**config.mk**
```make
export PLATFORM = sky130hd
export DESIGN_NAME = pwm_peripheral
export DESIGN_NICKNAME = d
export VERILOG_FILES = /design/src/rtl/pwm_peripheral.sv
export SDC_FILE = /design/constraint.sdc
export NUM_CORES = 1
export LEC_CHECK = 0
export CORE_MARGIN = 4
export CORE_UTILIZATION = 48
export CTS_CLUSTER_SIZE = 25
export DETAILED_ROUTE_END_ITERATION = 6
export MAX_ROUTING_LAYER = met4
export PLACE_DENSITY = 0.81
export SYNTH_ARGS = -nofsm -noshare
export SYNTH_HDL_FRONTEND = slang
export SYNTH_SLANG_ARGS = --single-unit
```
**constraint.sdc**
```tcl
create_clock -name clk -period 3.5 [get_ports clk]
set_input_delay 0.7 -clock clk [delete_from_list [all_inputs] [get_ports clk]]
set_output_delay 0.7 -clock clk [all_outputs]
set_load 0.005 [all_outputs]
```
**src/rtl/pwm_peripheral.sv**
```systemverilog
// rtl/pwm_peripheral.sv - 16-channel PWM output stage with shadowed duty cycle
// One common 8-bit PWM waveform; each output is forced low, held high or driven by it.
module pwm_peripheral #(
  parameter int PRESCALE = 13
) (
  input  logic        clk,
  input  logic        rst,
  input  logic [7:0]  en_reg_out_7_0,
  input  logic [7:0]  en_reg_out_15_8,
  input  logic [7:0]  en_reg_pwm_7_0,
  input  logic [7:0]  en_reg_pwm_15_8,
  input  logic [7:0]  pwm_duty_cycle,
  output logic [15:0] out,
  output logic        period_start
);

  localparam int PRE_W = (PRESCALE > 1) ? $clog2(PRESCALE) : 1;
  localparam logic [PRE_W-1:0] PRE_MAX = PRE_W'(PRESCALE - 1);

  logic [PRE_W-1:0] pre_cnt_q, pre_cnt_d;
  logic [7:0]       pwm_cnt_q, pwm_cnt_d;
  logic [7:0]       duty_shadow_q, duty_shadow_d;
  logic [15:0]      out_q, out_d;
  logic             period_start_q, period_start_d;

  logic        tick;
  logic        boundary;
  logic        pwm_level;
  logic [15:0] en_out;
  logic [15:0] en_pwm;

  always_comb begin
    en_out   = {en_reg_out_15_8, en_reg_out_7_0};
    en_pwm   = {en_reg_pwm_15_8, en_reg_pwm_7_0};
    tick     = (pre_cnt_q == PRE_MAX);
    boundary = tick && (pwm_cnt_q == 8'hFF);

    pre_cnt_d      = tick ? '0 : pre_cnt_q + 1'b1;
    pwm_cnt_d      = tick ? pwm_cnt_q + 8'd1 : pwm_cnt_q;
    // Duty is only sampled at the wrap so a period never mixes two duty values.
    duty_shadow_d  = boundary ? pwm_duty_cycle : duty_shadow_q;
    period_start_d = boundary;

    // 0xFF is a true 100 %: the compare alone would leave one low tick.
    pwm_level = (duty_shadow_q == 8'hFF) ? 1'b1 : (pwm_cnt_q < duty_shadow_q);
    out_d     = en_out & (~en_pwm | {16{pwm_level}});
  end

  always_ff @(posedge clk or posedge rst) begin
    if (rst) begin
      pre_cnt_q      <= '0;
      pwm_cnt_q      <= 8'd0;
      duty_shadow_q  <= 8'd0;
      out_q          <= 16'd0;
      period_start_q <= 1'b0;
    end else begin
      pre_cnt_q      <= pre_cnt_d;
      pwm_cnt_q      <= pwm_cnt_d;
      duty_shadow_q  <= duty_shadow_d;
      out_q          <= out_d;
      period_start_q <= period_start_d;
    end
  end

  assign out          = out_q;
  assign period_start = period_start_q;

endmodule

```
# Word level (Yosys, flattened, before mapping)
# Cells that the tools add are included.
totals:
  latchBits: 0
  word_cells: 17
  in_bits: 42
  regBits: 37
  mem_bits_ro: 0
  ramBits: 0
  n_memories: 0
op_classes:
  magnitude_cmp: 1
  n_shift: 0
  eq_ne: 3
  n_reduce_logical: 1
  n_div: 0
  muxes: 2
  mul: 0
  n_bitwise: 3
  add_sub_neg: 2
ops:
  columns: ["cell", "count"]
  rows:
  - ["16-bit bitwise AND", 1]
  - ["8-bit == test (second input constant)", 2]
  - ["16-bit NOT", 1]
  - ["16-bit bitwise OR", 1]
  - ["8-bit by 1-bit adder with 8-bit output (second input constant)", 1]
  - ["8-bit less-than comparator", 1]
  - ["4-bit by 1-bit adder with 4-bit output (second input constant)", 1]
  - ["4-bit == test (second input constant)", 1]
  - ["4-bit 2-to-1 mux", 1]
  - ["1-bit logical AND", 1]
  - ["1-bit 2-to-1 mux", 1]

# Logic depth before layout (Yosys ltp)
depth:
  ltp_word: 4
  depth_mapped: 7
  depth_no_buf: 6

# Least setup slack after synthesis
# Ideal clock, no wire load.
synth_timing:
  kind: "flip-flop to flip-flop"
  from: "reg pwm_cnt_q[5]"
  to: "reg out_q[10], in the netlist out[10]"
  path_stages_with_launch: 7
  slack_ps: 1746
  arrival_time_ps: 1632
  period_less_slack_ps: 1754
  path_buffers: 1
  path_cell_list: "dfrtp_1 ha_1 and4_2 o21ai_2 o32ai_2 buf_6 a21boi_2"
synth_via:
  elab_chain_cells: 4
synth_lines:
  columns: ["item", "line_no", "text"]
  rows:
  - ["start: declaration", "21", "logic [7:0] pwm_cnt_q, pwm_cnt_d;"]
  - ["start signal: assignment", "58", "pwm_cnt_q <= pwm_cnt_d;"]
  - ["8-bit less-than comparator", "45", "pwm_level = (duty_shadow_q == 8'hFF) ? 1'b1 : (pwm_cnt_q < duty_shadow_q);"]
  - ["1-bit 2-to-1 mux", "45", null]
  - ["16-bit bitwise OR", "46", "out_d = en_out & (~en_pwm | {16{pwm_level}});"]
  - ["16-bit bitwise AND", "46", null]
  - ["named net out_d[10]", "23", "logic [15:0] out_q, out_d;"]
  - ["end signal: assignment", "60", "out_q <= out_d;"]
  - ["end: declaration", "23", null]
# The timed path passes the listed nets, and every way through them passes these cells.
# A chain may end at the register's enable or synchronous reset.

# Worst setup path in the final report
layout_timing:
  from: "reg pre_cnt_q[0]"
  to: "reg duty_shadow_q[3]"
layout_via:
  elab_chain_cells: 2
layout_lines:
  columns: ["item", "line_no", "text"]
  rows:
  - ["start: declaration", "20", "logic [PRE_W-1:0] pre_cnt_q, pre_cnt_d;"]
  - ["start signal: assignment", "57", "pre_cnt_q <= pre_cnt_d;"]
  - ["4-bit == test", "35", "tick = (pre_cnt_q == PRE_MAX);"]
  - ["1-bit logical AND", "36", "boundary = tick && (pwm_cnt_q == 8'hFF);"]
  - ["named net boundary", "27", "logic boundary;"]
  - ["end signal: assignment", "59", "duty_shadow_q <= duty_shadow_d;"]
  - ["end: declaration", "22", "logic [7:0] duty_shadow_q, duty_shadow_d;"]
# The timed path passes the listed nets, and every way through them passes these cells.

==> results by group <==
Status
  • Status: finished clean

Timing
  • Slew Viols, Final: 0
  • Post-route setup TNS: 0 ns
  • Hold Vio Cnt, Final: 0
  • Fmax: 515 MHz
  • Slew at the pin closest to its max-slew limit: 0.706 ns
  • Slack of the critical path: about 1.6 ns
  • Rel. slew slack: 0.529
  • Unrepaired setup endpoints after global routing: false
  • Final setup fails: 0
  • Final period utilization: 0.555
  • Skew final: 0.0177 ns
  • Period minus WS final: 1.94 ns

Clock tree
  • Max clock buf depth: 2
  • Buffer count from post-CTS setup fixing: 0
  • H-tree depth: 2
  • TritonCTS Buffers: 5
  • Root Buffer: clkbuf_4
  • CTS Hold Bufs: 0
  • TritonCTS clock tree: yes
  • Clock Latency Late Sink: 0.33 ns
  • Clk pin slew, worst setup/hold paths: roughly 0.1 ns
  • # clock sinks: 37
  • CTS resizes: 0

Logic synthesis
  • Cell taking the most area after synthesis: dfrtp_1
  • Top-count cell post-synth: dfrtp_1
  • Synth Flop Type: dfrtp_1
  • Register area share after synthesis: 0.549
  • Synth area leaders: dfrtp_1 (55%), ha_1 (7.4%), a21boi_2 (6.7%)
  • Synthesized cell area: 1690 µm²
  • Synth async-reset ratio: 1.00
  • Syn Area/Cell: approximately 14 µm²
  • Yosys warns: 0
  • Register bit count reported by yosys: 37
  • Synth unique cells: 29
  • Synth cell count leaders: dfrtp_1 (37), inv_1 (11), a21boi_2 (10), ha_1 (10), mux2_2 (9)
  • Synth top area share: 0.549
  • Synthesized instance count: ~120
  • Mapped Nets: 175
  • Number of flops mapped to enable cells by yosys: 0

Routing
  • Drt first pass iters: 3
  • Vias: 1164
  • Wire per inst: 14.8 µm
  • Vias per inst: 4.95
  • DRT iter0 DRCs: 67
  • Routed WL: between 3 and 4 mm
  • Antenna viol nets, final: 0
  • DRC Markers: 0

Place
  • Routability cong.: roughly 0.74
  • DP Worst Slack: 1.58 ns
  • IO buf count: 58
  • HPWL after DPL: 2.85 mm

Hold path
  • Worst min path class: register to register

Finish
  • Synth-to-Final Area Change: 40.5%
  • Final nets: between 200 and 250
  • Share of cells above drive strength 1: 0.180
  • Antenna Diode Count: 0

Floorplan
  • Die Y: 67.3 µm
  • # rows: 21
  • Die X: 67.3 µm
  • Core Footprint: 3360 µm²
  • Io pins: 59
  • Total Die Area: 4530 µm²
  • Starting density of the core: 0.501

Worst setup path
  • Critical path launch point type: register
  • CP max FO: 9
  • Data required, critical path: 3.71 ns
  • Worst setup path category: register to register
  • Worst setup EP type: register
  • Critical Path AT: between 2 and 2.5 ns

GRT
  • Global-route wire length before repair: 5.75 mm
  • Largest net degree at the start of global routing: 20
  • Initial antenna violation count: 0
  • GRT Overall Usage: 0.182
  • Vias in the first global route: between 1k and 1.5k
  • Gr ovfl total: 0

Pwr
  • Pwr Density: between 300 and 400 nW/µm²
  • Leakage: 1.04 nW
  • Peak supply drop: 239 µV

Job
  • Max cap viols: 0
-- final timing paths --
kind / from / end / slack [ns] / cells after the start
hold reg to reg: pre_cnt_q[3] / pre_cnt_q[3] / 0.49 / 1
setup reg to reg: pre_cnt_q[0] / duty_shadow_q[3] / 1.56 / 6
setup / recovery: pre_cnt_q[0] / duty_shadow_q[3] / 1.56 / 6
max in group asynchronous: rst / out[14] / 2.00 / 3
min in group asynchronous: rst / out[6] / 0.78 / 2
hold / removal: pre_cnt_q[3] / pre_cnt_q[3] / 0.49 / 1
-- cell families (layout without fill, tap and decap cells) --
group / after synthesis / count (layout) / synth area share
compound gates: 26 / 26 / 0.154
flops: 37 / 37 / 0.549
xor+xnor: 8 / 8 / 0.0415
buf+inv: 13 / 79 / 0.0356
mux: 9 / 9 / 0.0601
fa+ha+maj: 10 / 10 / 0.0742
simple gates: 20 / 20 / 0.0853
-- routing by layer --
layer  track usage  vias to the layer above  part of all wire
li1              -                      554                 -
met1         0.199                      555              0.41
met2         0.297                       48              0.50
met3        0.0632                        7             0.077
met4        0.0835                        0             0.019
met5             -                        -                 0
-- flip-flops by register name, indices dropped and copies added (netlist names) --
register and flops:
pwm_cnt_q 8, period_start 1, duty_shadow_q 8, pre_cnt_q 4, out 16
-- where the power goes --
| group | switching [mW] | leakage, nW | internal [mW] |
|---|---|---|---|
| combinational | 0.0224 | 0.531 | 0.0625 |
| sequential | 0.00252 | 0.479 | 0.436 |
| clock | 0.129 | 0.0265 | 0.0801 |
| total | 0.154 | 1.04 | 0.579 |
-- through the flow --
step	instance area (µm²)	total power, mW	util	cells	hold slack [ns]
floorplan	1690	0.464	-	123	0.436
global placement	2320	0.531	0.690	227	0.449
detailed placement	2320	0.534	0.690	227	0.474
CTS	2370	0.739	0.705	235	0.485
global route	2370	0.763	0.705	235	0.499
finish	2370	0.733	0.705	235	0.494
-- worst max-delay path: stages (launching register included) --
cell and delay (ns):
dfrtp_1 0.43, inv_1 0.10, ha_1 0.17, and3_1 0.38
nand3_4 0.16, nor2_8 0.22, mux2_2 0.36
-- cell type report --
type                       instances  area, µm²
clock buffer                       8       48.8
fill                             260        993
inverter                          11       41.3
multi-input combinational         73        701
sequential                        37        926
tap                               46       57.6
timing repair buffer              60        596
-- placed cells by master (no fill, tap or decap), drive strengths merged --
master,n
nand4,5
and2,1
o41ai,1
a21o,1
buf,2
xor2,2
o32ai,1
a41o,1
o21a,1
a2111oi,1
nor2,6
dfrtp,37
nand2b,1
clkbuf,8
o21ai,2
xnor2,6
clkdlybuf4s50,58
nand3,1
and4,2
a21boi,16
nand2,3
ha,10
a21oi,2
mux2,9
and3,1
inv,11
No activity file was read; power rests on OpenSTA's default activity.
